[config.mk]
export PLATFORM = sky130hd
export DESIGN_NAME = alu_sequencer
export DESIGN_NICKNAME = d
export VERILOG_FILES = /design/src/rtl/alu_sequencer.sv
export SDC_FILE = /design/constraint.sdc
export NUM_CORES = 1
export LEC_CHECK = 0
export CAP_MARGIN = 10
export CORE_MARGIN = 8
export CORE_UTILIZATION = 40
export CTS_CLUSTER_DIAMETER = 200
export DETAILED_ROUTE_END_ITERATION = 8
export GPL_ROUTABILITY_DRIVEN = 0
export GPL_TIMING_DRIVEN = 0
export PLACE_DENSITY = 0.9
export SLEW_MARGIN = 5
export SYNTH_ARGS = -nofsm -noshare
export SYNTH_HDL_FRONTEND = slang
export SYNTH_SLANG_ARGS = --single-unit
[constraint.sdc]
create_clock -name clk -period 4.7 [get_ports clk]
set_clock_uncertainty 0.2 [all_clocks]
set_input_delay 0.94 -clock clk [delete_from_list [all_inputs] [get_ports clk]]
set_output_delay 0.94 -clock clk [all_outputs]
set_load 0.03 [all_outputs]
[src/rtl/alu_sequencer.sv]
// rtl/alu_sequencer.sv - command sequencer driving an ALU through READ/WRITE phases
//
// Purpose: accepts one (op, a, b) command per cmd handshake, presents it to
// the ALU for one READ cycle and one WRITE cycle, captures the ALU result into
// a response register and persistent carry/zero flags, then holds the response
// until the consumer takes it. Undefined ops bypass the ALU and return an error.
//
// Ports:
//   clk, rst                     clock, synchronous active-high reset
//   cmd_valid/ready/op/a/b       command handshake and payload
//   alu_a/b/mode/control         drive to the ALU
//   alu_out/overflow/zero        result from the ALU (meaningful during WRITE)
//   rsp_valid/ready/data/...     response handshake and payload
//   flag_c, flag_z, flags_clr    persistent flags and their clear

package alu_sequencer_pkg;
    typedef enum logic [3:0] {
        ALU_OP_ADD  = 4'd0,
        ALU_OP_SUB  = 4'd1,
        ALU_OP_NOT  = 4'd2,
        ALU_OP_OR   = 4'd3,
        ALU_OP_AND  = 4'd4,
        ALU_OP_XOR  = 4'd5,
        ALU_OP_SHL  = 4'd6,
        ALU_OP_LSHR = 4'd7,
        ALU_OP_ASHR = 4'd8
    } alu_op_t;

    typedef enum logic [1:0] {
        REG_OP_NONE  = 2'd0,
        REG_OP_READ  = 2'd1,
        REG_OP_WRITE = 2'd2
    } reg_op_t;
endpackage

module alu_sequencer
    import alu_sequencer_pkg::*;
#(
    parameter int WIDTH = 8
) (
    input  logic             clk,
    input  logic             rst,
    input  logic             cmd_valid,
    output logic             cmd_ready,
    input  alu_op_t          cmd_op,
    input  logic [WIDTH-1:0] cmd_a,
    input  logic [WIDTH-1:0] cmd_b,
    output logic [WIDTH-1:0] alu_a,
    output logic [WIDTH-1:0] alu_b,
    output alu_op_t          alu_mode,
    output reg_op_t          alu_control,
    input  logic [WIDTH-1:0] alu_out,
    input  logic             alu_overflow,
    input  logic             alu_zero,
    output logic             rsp_valid,
    input  logic             rsp_ready,
    output logic [WIDTH-1:0] rsp_data,
    output logic             rsp_overflow,
    output logic             rsp_zero,
    output logic             rsp_err,
    output logic             flag_c,
    output logic             flag_z,
    input  logic             flags_clr
);

    typedef enum logic [1:0] {
        ST_IDLE,
        ST_LOAD,
        ST_EXEC,
        ST_RESP
    } state_t;

    state_t           state_q, state_d;
    logic [WIDTH-1:0] a_q, a_d;
    logic [WIDTH-1:0] b_q, b_d;
    alu_op_t          op_q, op_d;
    logic [WIDTH-1:0] rsp_data_q, rsp_data_d;
    logic             rsp_ovf_q, rsp_ovf_d;
    logic             rsp_zero_q, rsp_zero_d;
    logic             rsp_err_q, rsp_err_d;
    logic             flag_c_q, flag_c_d;
    logic             flag_z_q, flag_z_d;
    logic             op_legal;
    logic             op_carry;

    always_comb begin
        op_legal = 1'b0;
        case (cmd_op)
            ALU_OP_ADD, ALU_OP_SUB, ALU_OP_NOT, ALU_OP_OR, ALU_OP_AND,
            ALU_OP_XOR, ALU_OP_SHL, ALU_OP_LSHR, ALU_OP_ASHR: op_legal = 1'b1;
            default: op_legal = 1'b0;
        endcase
    end

    // Only ADD/SUB produce a meaningful overflow; other ops may leave it undriven.
    assign op_carry = (op_q == ALU_OP_ADD) || (op_q == ALU_OP_SUB);

    always_comb begin
        state_d     = state_q;
        a_d         = a_q;
        b_d         = b_q;
        op_d        = op_q;
        rsp_data_d  = rsp_data_q;
        rsp_ovf_d   = rsp_ovf_q;
        rsp_zero_d  = rsp_zero_q;
        rsp_err_d   = rsp_err_q;
        flag_c_d    = flag_c_q;
        flag_z_d    = flag_z_q;
        cmd_ready   = 1'b0;
        alu_control = REG_OP_NONE;

        case (state_q)
            ST_IDLE: begin
                cmd_ready = 1'b1;
                if (cmd_valid) begin
                    if (op_legal) begin
                        // Only legal ops reach the ALU pins, so alu_mode never
                        // carries an undefined encoding.
                        a_d     = cmd_a;
                        b_d     = cmd_b;
                        op_d    = cmd_op;
                        state_d = ST_LOAD;
                    end else begin
                        rsp_data_d = '0;
                        rsp_ovf_d  = 1'b0;
                        rsp_zero_d = 1'b0;
                        rsp_err_d  = 1'b1;
                        state_d    = ST_RESP;
                    end
                end
            end
            ST_LOAD: begin
                alu_control = REG_OP_READ;
                state_d     = ST_EXEC;
            end
            ST_EXEC: begin
                alu_control = REG_OP_WRITE;
                rsp_data_d  = alu_out;
                rsp_zero_d  = alu_zero;
                rsp_ovf_d   = op_carry ? alu_overflow : 1'b0;
                rsp_err_d   = 1'b0;
                flag_z_d    = alu_zero;
                if (op_carry) begin
                    flag_c_d = alu_overflow;
                end
                state_d     = ST_RESP;
            end
            ST_RESP: begin
                if (rsp_ready) begin
                    state_d = ST_IDLE;
                end
            end
            default: state_d = ST_IDLE;
        endcase

        // A clear arriving together with an EXEC capture takes priority.
        if (flags_clr) begin
            flag_c_d = 1'b0;
            flag_z_d = 1'b0;
        end
    end

    always_ff @(posedge clk) begin
        if (rst) begin
            state_q    <= ST_IDLE;
            a_q        <= '0;
            b_q        <= '0;
            op_q       <= ALU_OP_ADD;
            rsp_data_q <= '0;
            rsp_ovf_q  <= 1'b0;
            rsp_zero_q <= 1'b0;
            rsp_err_q  <= 1'b0;
            flag_c_q   <= 1'b0;
            flag_z_q   <= 1'b0;
        end else begin
            state_q    <= state_d;
            a_q        <= a_d;
            b_q        <= b_d;
            op_q       <= op_d;
            rsp_data_q <= rsp_data_d;
            rsp_ovf_q  <= rsp_ovf_d;
            rsp_zero_q <= rsp_zero_d;
            rsp_err_q  <= rsp_err_d;
            flag_c_q   <= flag_c_d;
            flag_z_q   <= flag_z_d;
        end
    end

    assign alu_a        = a_q;
    assign alu_b        = b_q;
    assign alu_mode     = op_q;
    assign rsp_valid    = (state_q == ST_RESP);
    assign rsp_data     = rsp_data_q;
    assign rsp_overflow = rsp_ovf_q;
    assign rsp_zero     = rsp_zero_q;
    assign rsp_err      = rsp_err_q;
    assign flag_c       = flag_c_q;
    assign flag_z       = flag_z_q;

endmodule

## After elaboration in Yosys (flattened, before gate mapping)

Memories as Yosys holds them, arrays and structs flattened.
Index checks and enable logic that the tools add are counted.

- Flip-flop bits (word level): 35
- Memory bits (read-only): 16
- Bits of input ports: 35
- Output and inout port bits: 37
- Logic and storage cells: 44
- Memories: 1

- Eq/ne operators: 7
- Mux-type cells: 17
- Reductions and logical operators: 9

Memory list:

| memory | words | bits a word | rd ports | clocked after memory_dff | wr ports | RTL line | RTL |
|---|---|---|---|---|---|---|---|
| (name not given) | 16 | 1 | 1 | 0 | 0 | 88 | `case (cmd_op)` |

Operator list:

| operator | number |
|---|---|
| $mux 8 | 2 |
| $pmux 8 s2 | 1 |
| $pmux 2 s4 | 1 |
| $mux 1 | 6 |
| $mux 2 | 3 |
| $pmux 1 s2 | 3 |
| $reduce_and 3->1 | 2 |
| $eq 2x2->1 const B | 2 |
| $eq 4x1->1 const B | 1 |
| $logic_not 4->1 | 1 |
| $ne 2x2->1 const B | 2 |
| $pmux 2 s2 | 1 |
| $reduce_and 2->1 | 2 |
| $eq 2x1->1 const B | 1 |
| $logic_not 2->1 | 1 |
| $ne 2x1->1 const B | 1 |
| $reduce_bool 2->1 | 1 |
| $reduce_or 2->1 | 1 |
| $logic_or 1x1->1 | 1 |

## Depth between registers and ports, before layout

- Depth in word-level cells: 4
- Mapped depth: 7
- Gate-level depth less buffers: 5

## Least setup slack after synthesis

OpenSTA, ideal clock, no wires.

- Path kind: in2reg
- From: input cmd_op[0]
- To: register rsp_data_q[0] (netlist: rsp_data[0])
- Setup time: 0.072 ns
- Arrival time: 1.848 ns
- Data required time: 4.428 ns
- Slack: 2.581 ns
- Stages: 4
- Path buffers: 1
- Cells stage by stage: o31a_4 > a31oi_4 > buf_12 > mux2i_1

- Cells in the longest elaborated chain, start to end: 3

Ends and longest elaborated chain:

| item | RTL line | RTL |
|---|---|---|
| start, declared | 45 | `input alu_op_t cmd_op,` |
| $mem_v2 16x1 | -- |  |
| $ne 2x2->1 (no source line) | -- |  |
| $reduce_and 3->1 (no source line) | -- |  |
| end signal, assigned | 180 | `rsp_data_q <= rsp_data_d;` |
| end, declared | 77 | `logic [WIDTH-1:0] rsp_data_q, rsp_data_d;` |

No other way between the ends.
A chain may end at the register's enable or synchronous reset.

## Final worst setup path

- From: register state_q[0]
- To: output alu_control[1]

- Cells in the longest elaborated chain, start to end: 2
- Elaborated cells between the ends (all ways): 3
- Those cells by class: eq/ne: 2; mux: 1

Ends and longest elaborated chain:

| item | RTL line | RTL |
|---|---|---|
| start, declared | 73 | `state_t state_q, state_d;` |
| start signal, assigned | 176 | `state_q <= state_d;` |
| $eq 2x2->1 / $eq 2x1->1 (equally long branches) | 112 | `case (state_q)` |
| $pmux 2 s2 (*) | 112 |  |
| end, declared | 51 | `output reg_op_t alu_control,` |

Every way passes the cells marked *; elsewhere a longest branch is shown, timed or not.

==> flow_metrics.env <==
export IMPL_cts_hold_buf=0
export IMPL_synth_edf_count=0
export IMPL_syn_to_final_growth_pct=53.3
export IMPL_drive_gt1_share_pct=7.11
export IMPL_diodes=0
export IMPL_hold_violations=0
export IMPL_drc=0
export IMPL_wl_per_cell_um=14.8
export IMPL_via_per_inst=4.89
export IMPL_yosysMostFrequentCell="nand2_1"
export IMPL_worstSetupEndpoint="alu_control[1]"
export IMPL_relSlewSlack_pct=63.2
export IMPL_max_stage_delay_ps=710
export IMPL_yosys_warnings=0
export IMPL_ir_worst_vdd_mv=0.231
export IMPL_crit_family="buffers and inverters"
export IMPL_use_met1_pct=16.4
export IMPL_synth_distinct_cells=27
export IMPL_synth_largest_area_cell="dfxtp_1"
export IMPL_post_cts_resized=0
export IMPL_fin_crit_ps=2850
export IMPL_crit_required_ps=3560
export IMPL_busiest_layer="met2"
export IMPL_grt_max_degree=11
export IMPL_rows=22
export IMPL_clock_latency_ps=280
export IMPL_maxCapViolations=0
export IMPL_place_hpwl_um=3260
export IMPL_grt_pass1_wl_um=7000
export IMPL_vias=1402
export IMPL_yosys_top_cells_count="43 x nand2_1, 35 x dfxtp_1, 29 x mux2i_1"
export IMPL_dieWidth_um=78.7
export IMPL_initial_utilization_pct=42.3
export IMPL_reg2reg_from="state_q[0]$_SDFFE_PP0P_"
export IMPL_globalRouteTotalUtil_pct=13.9
export IMPL_multiInputGateArea_um2=783
export IMPL_seqCellArea_um2=701
export IMPL_cp_start_kind="flip-flop"
export IMPL_leakage_nw=0.935
export IMPL_ys_seq_area_share_pct=44.6
export IMPL_arrival_ps=1710
export IMPL_cp_max_fo=6
export IMPL_syn_area_per_cell_um2=9.64
export IMPL_crit_start="state_q[0]$_SDFFE_PP0P_"
export IMPL_rr_worst_depth=7
export IMPL_worst_slew_pin_slew_ps=544
export IMPL_fill_cells=310
export IMPL_dieArea_um2=6190
export IMPL_endpoint_kind="output pin"
export IMPL_post_cts_buffers=0
export IMPL_critical_path_buf_inv_count=2
export IMPL_syn_cell_area_um2=1570
export IMPL_synth_ff_type="dfxtp_1"
export IMPL_root_buffer="clkbuf_8"
export IMPL_min_path_type="reg -> reg"
export IMPL_finalSetupViolCount=0
export IMPL_tns_ps=0
export IMPL_place_area_um2=2320
export IMPL_crit_type="reg -> out"
export IMPL_finalMaxSlewViolations=0
export IMPL_gr_total_overflow=0
export IMPL_nets=279
export IMPL_cts_reportedPaths_clkPinSlew_ps=70
export IMPL_firstDrtPassIters=4
export IMPL_antenna_left=0
export IMPL_post_route_period_util_pct=60.7
export IMPL_crit_cells=3
export IMPL_htree_levels=2
export IMPL_synth_top_area_share_pct=44.6
export IMPL_synth_area_leaders="dfxtp_1 45%, mux2i_1 18%, nand2_1 10%, ha_1 4.0%, nand3_1 3.2%"
export IMPL_cts_buffer_depth=2
export IMPL_syn_inst=163
export IMPL_powerDensity_nw_per_um2=447
export IMPL_r2r_end="alu_a[0]$_SDFFE_PP0P_"
export IMPL_critPathSlowestCell="clkdlybuf4s50_1"
export IMPL_routed_wl_um=4250
export IMPL_die_h_um=78.7
export IMPL_rsz0062_at_grt="false"
export IMPL_ys_ff_latch=35
export IMPL_max_freq_mhz=350
export IMPL_antenna_found_initial=0
export IMPL_status="complete, no violations"
export IMPL_design_area_um2=2410
export IMPL_numCtsBuffers=5
export IMPL_mappedNetlistNets=203
export IMPL_clkSinkCount=35
export IMPL_grt_util_met3_pct=5.58
export IMPL_drtIter0Drc=68
export IMPL_path_cells="inv_1, ha_1, clkdlybuf4s50_1"
export IMPL_grt_pass1_vias=1478
export IMPL_io_pins=72
export IMPL_cts_tree="built"
export IMPL_grt_use_met2_pct=23.1
export IMPL_core_area_um2=3720
export IMPL_port_buffers=69
export IMPL_async_reset_ff_share_pct=0
export IMPL_regToRegSetupSlack_ps=2730
worst min-delay path by stage:
stage | to | cells past startpoint | from
2_1_floorplan | state_q[1]$_SDFFE_PP0P_ | 2 | state_q[1]$_SDFFE_PP0P_
6_report | alu_b[5]$_SDFFE_PP0P_ | 2 | alu_b[5]$_SDFFE_PP0P_
3_3_place_gp | alu_b[5]$_SDFFE_PP0P_ | 2 | alu_b[5]$_SDFFE_PP0P_
4_1_cts | alu_b[7]$_SDFFE_PP0P_ | 2 | alu_b[7]$_SDFFE_PP0P_
3_5_place_dp | alu_b[6]$_SDFFE_PP0P_ | 2 | alu_b[6]$_SDFFE_PP0P_
5_1_grt | alu_a[0]$_SDFFE_PP0P_ | 2 | alu_a[0]$_SDFFE_PP0P_
sequential cells by signal, indices dropped and copies added, names as in the netlist, 2 cells and up:
| name | count |
|---|---|
| alu_a | 8 |
| alu_b | 8 |
| alu_mode | 4 |
| rsp_data | 8 |
| state_q | 2 |
stage by stage:
step / hold WS [ps] / instances / power (mW) / util, % / setup slack, ps
6_report: 258 / 287 / 1.08 / 64.8 / 1850
5_1_grt: 275 / 287 / 1.14 / 64.8 / 1760
4_1_cts: 263 / 287 / 1.09 / 64.8 / 1830
3_5_place_dp: 250 / 280 / 0.872 / 62.5 / 2010
3_3_place_gp: 241 / 280 / 0.860 / 62.5 / 2040
2_1_floorplan: 323 / 163 / 0.704 / - / 2580
metal layers:
| metal | wire length (um) | vias up |
|---|---|---|
| met2 | 1990 | 44 |
| li1 | - | 713 |
| met5 | 0 | - |
| met3 | 344 | 2 |
| met4 | 8 | 0 |
| met1 | 1910 | 643 |
layout by cell type, fill, tap and decap left out, types with 2 or more instances in the layout:
cell type / count
inv_1: 2
clkbuf_8: 6
ha_1: 5
dfxtp_1: 35
a21oi_1: 5
nor3_1: 2
nand3_1: 10
clkbuf_1: 7
o21ai_0: 3
a311oi_1: 2
clkdlybuf4s50_1: 69
nand2_1: 43
mux2i_1: 29
nand2b_1: 2
nand4b_1: 3
buf_12: 2
kinds of logic (layout without fill, tap and decap cells):
family / Yosys count / after routing / synth area share, %
AND/OR/NAND/NOR: 64 / 64 / 19.0
flip-flops: 35 / 35 / 44.6
multiplexers: 29 / 29 / 18.5
AO/OA/AOI/OAI: 16 / 16 / 8.36
buffers and inverters: 14 / 90 / 5.57
adder cells (fa/ha/maj): 5 / 5 / 3.98
worst register-to-register path, delay by kind of cell, from the launching register on:
| family | cells | cell delay [ps] |
|---|---|---|
| AND/OR/NAND/NOR | 2 | 510 |
| flip-flops | 1 | 340 |
| multiplexers | 1 | 180 |
| buffers and inverters | 3 | 500 |
| adder cells (fa/ha/maj) | 1 | 180 |
final cells by class:
class	instances	area share, %
clock buffer	6	3.43
tap	48	2.49
buffer	11	3.17
multi-input combinational	114	32.5
sequential	35	29.1
clock inverter	1	0.208
inverter	3	0.467
timing repair buffer	69	28.7
power by group:
group	internal (mW)	switching, mW
registers	0.337	0.0250
logic	0.226	0.274
clock network	0.115	0.101
Note: power is estimated with default switching activity, not from simulation.
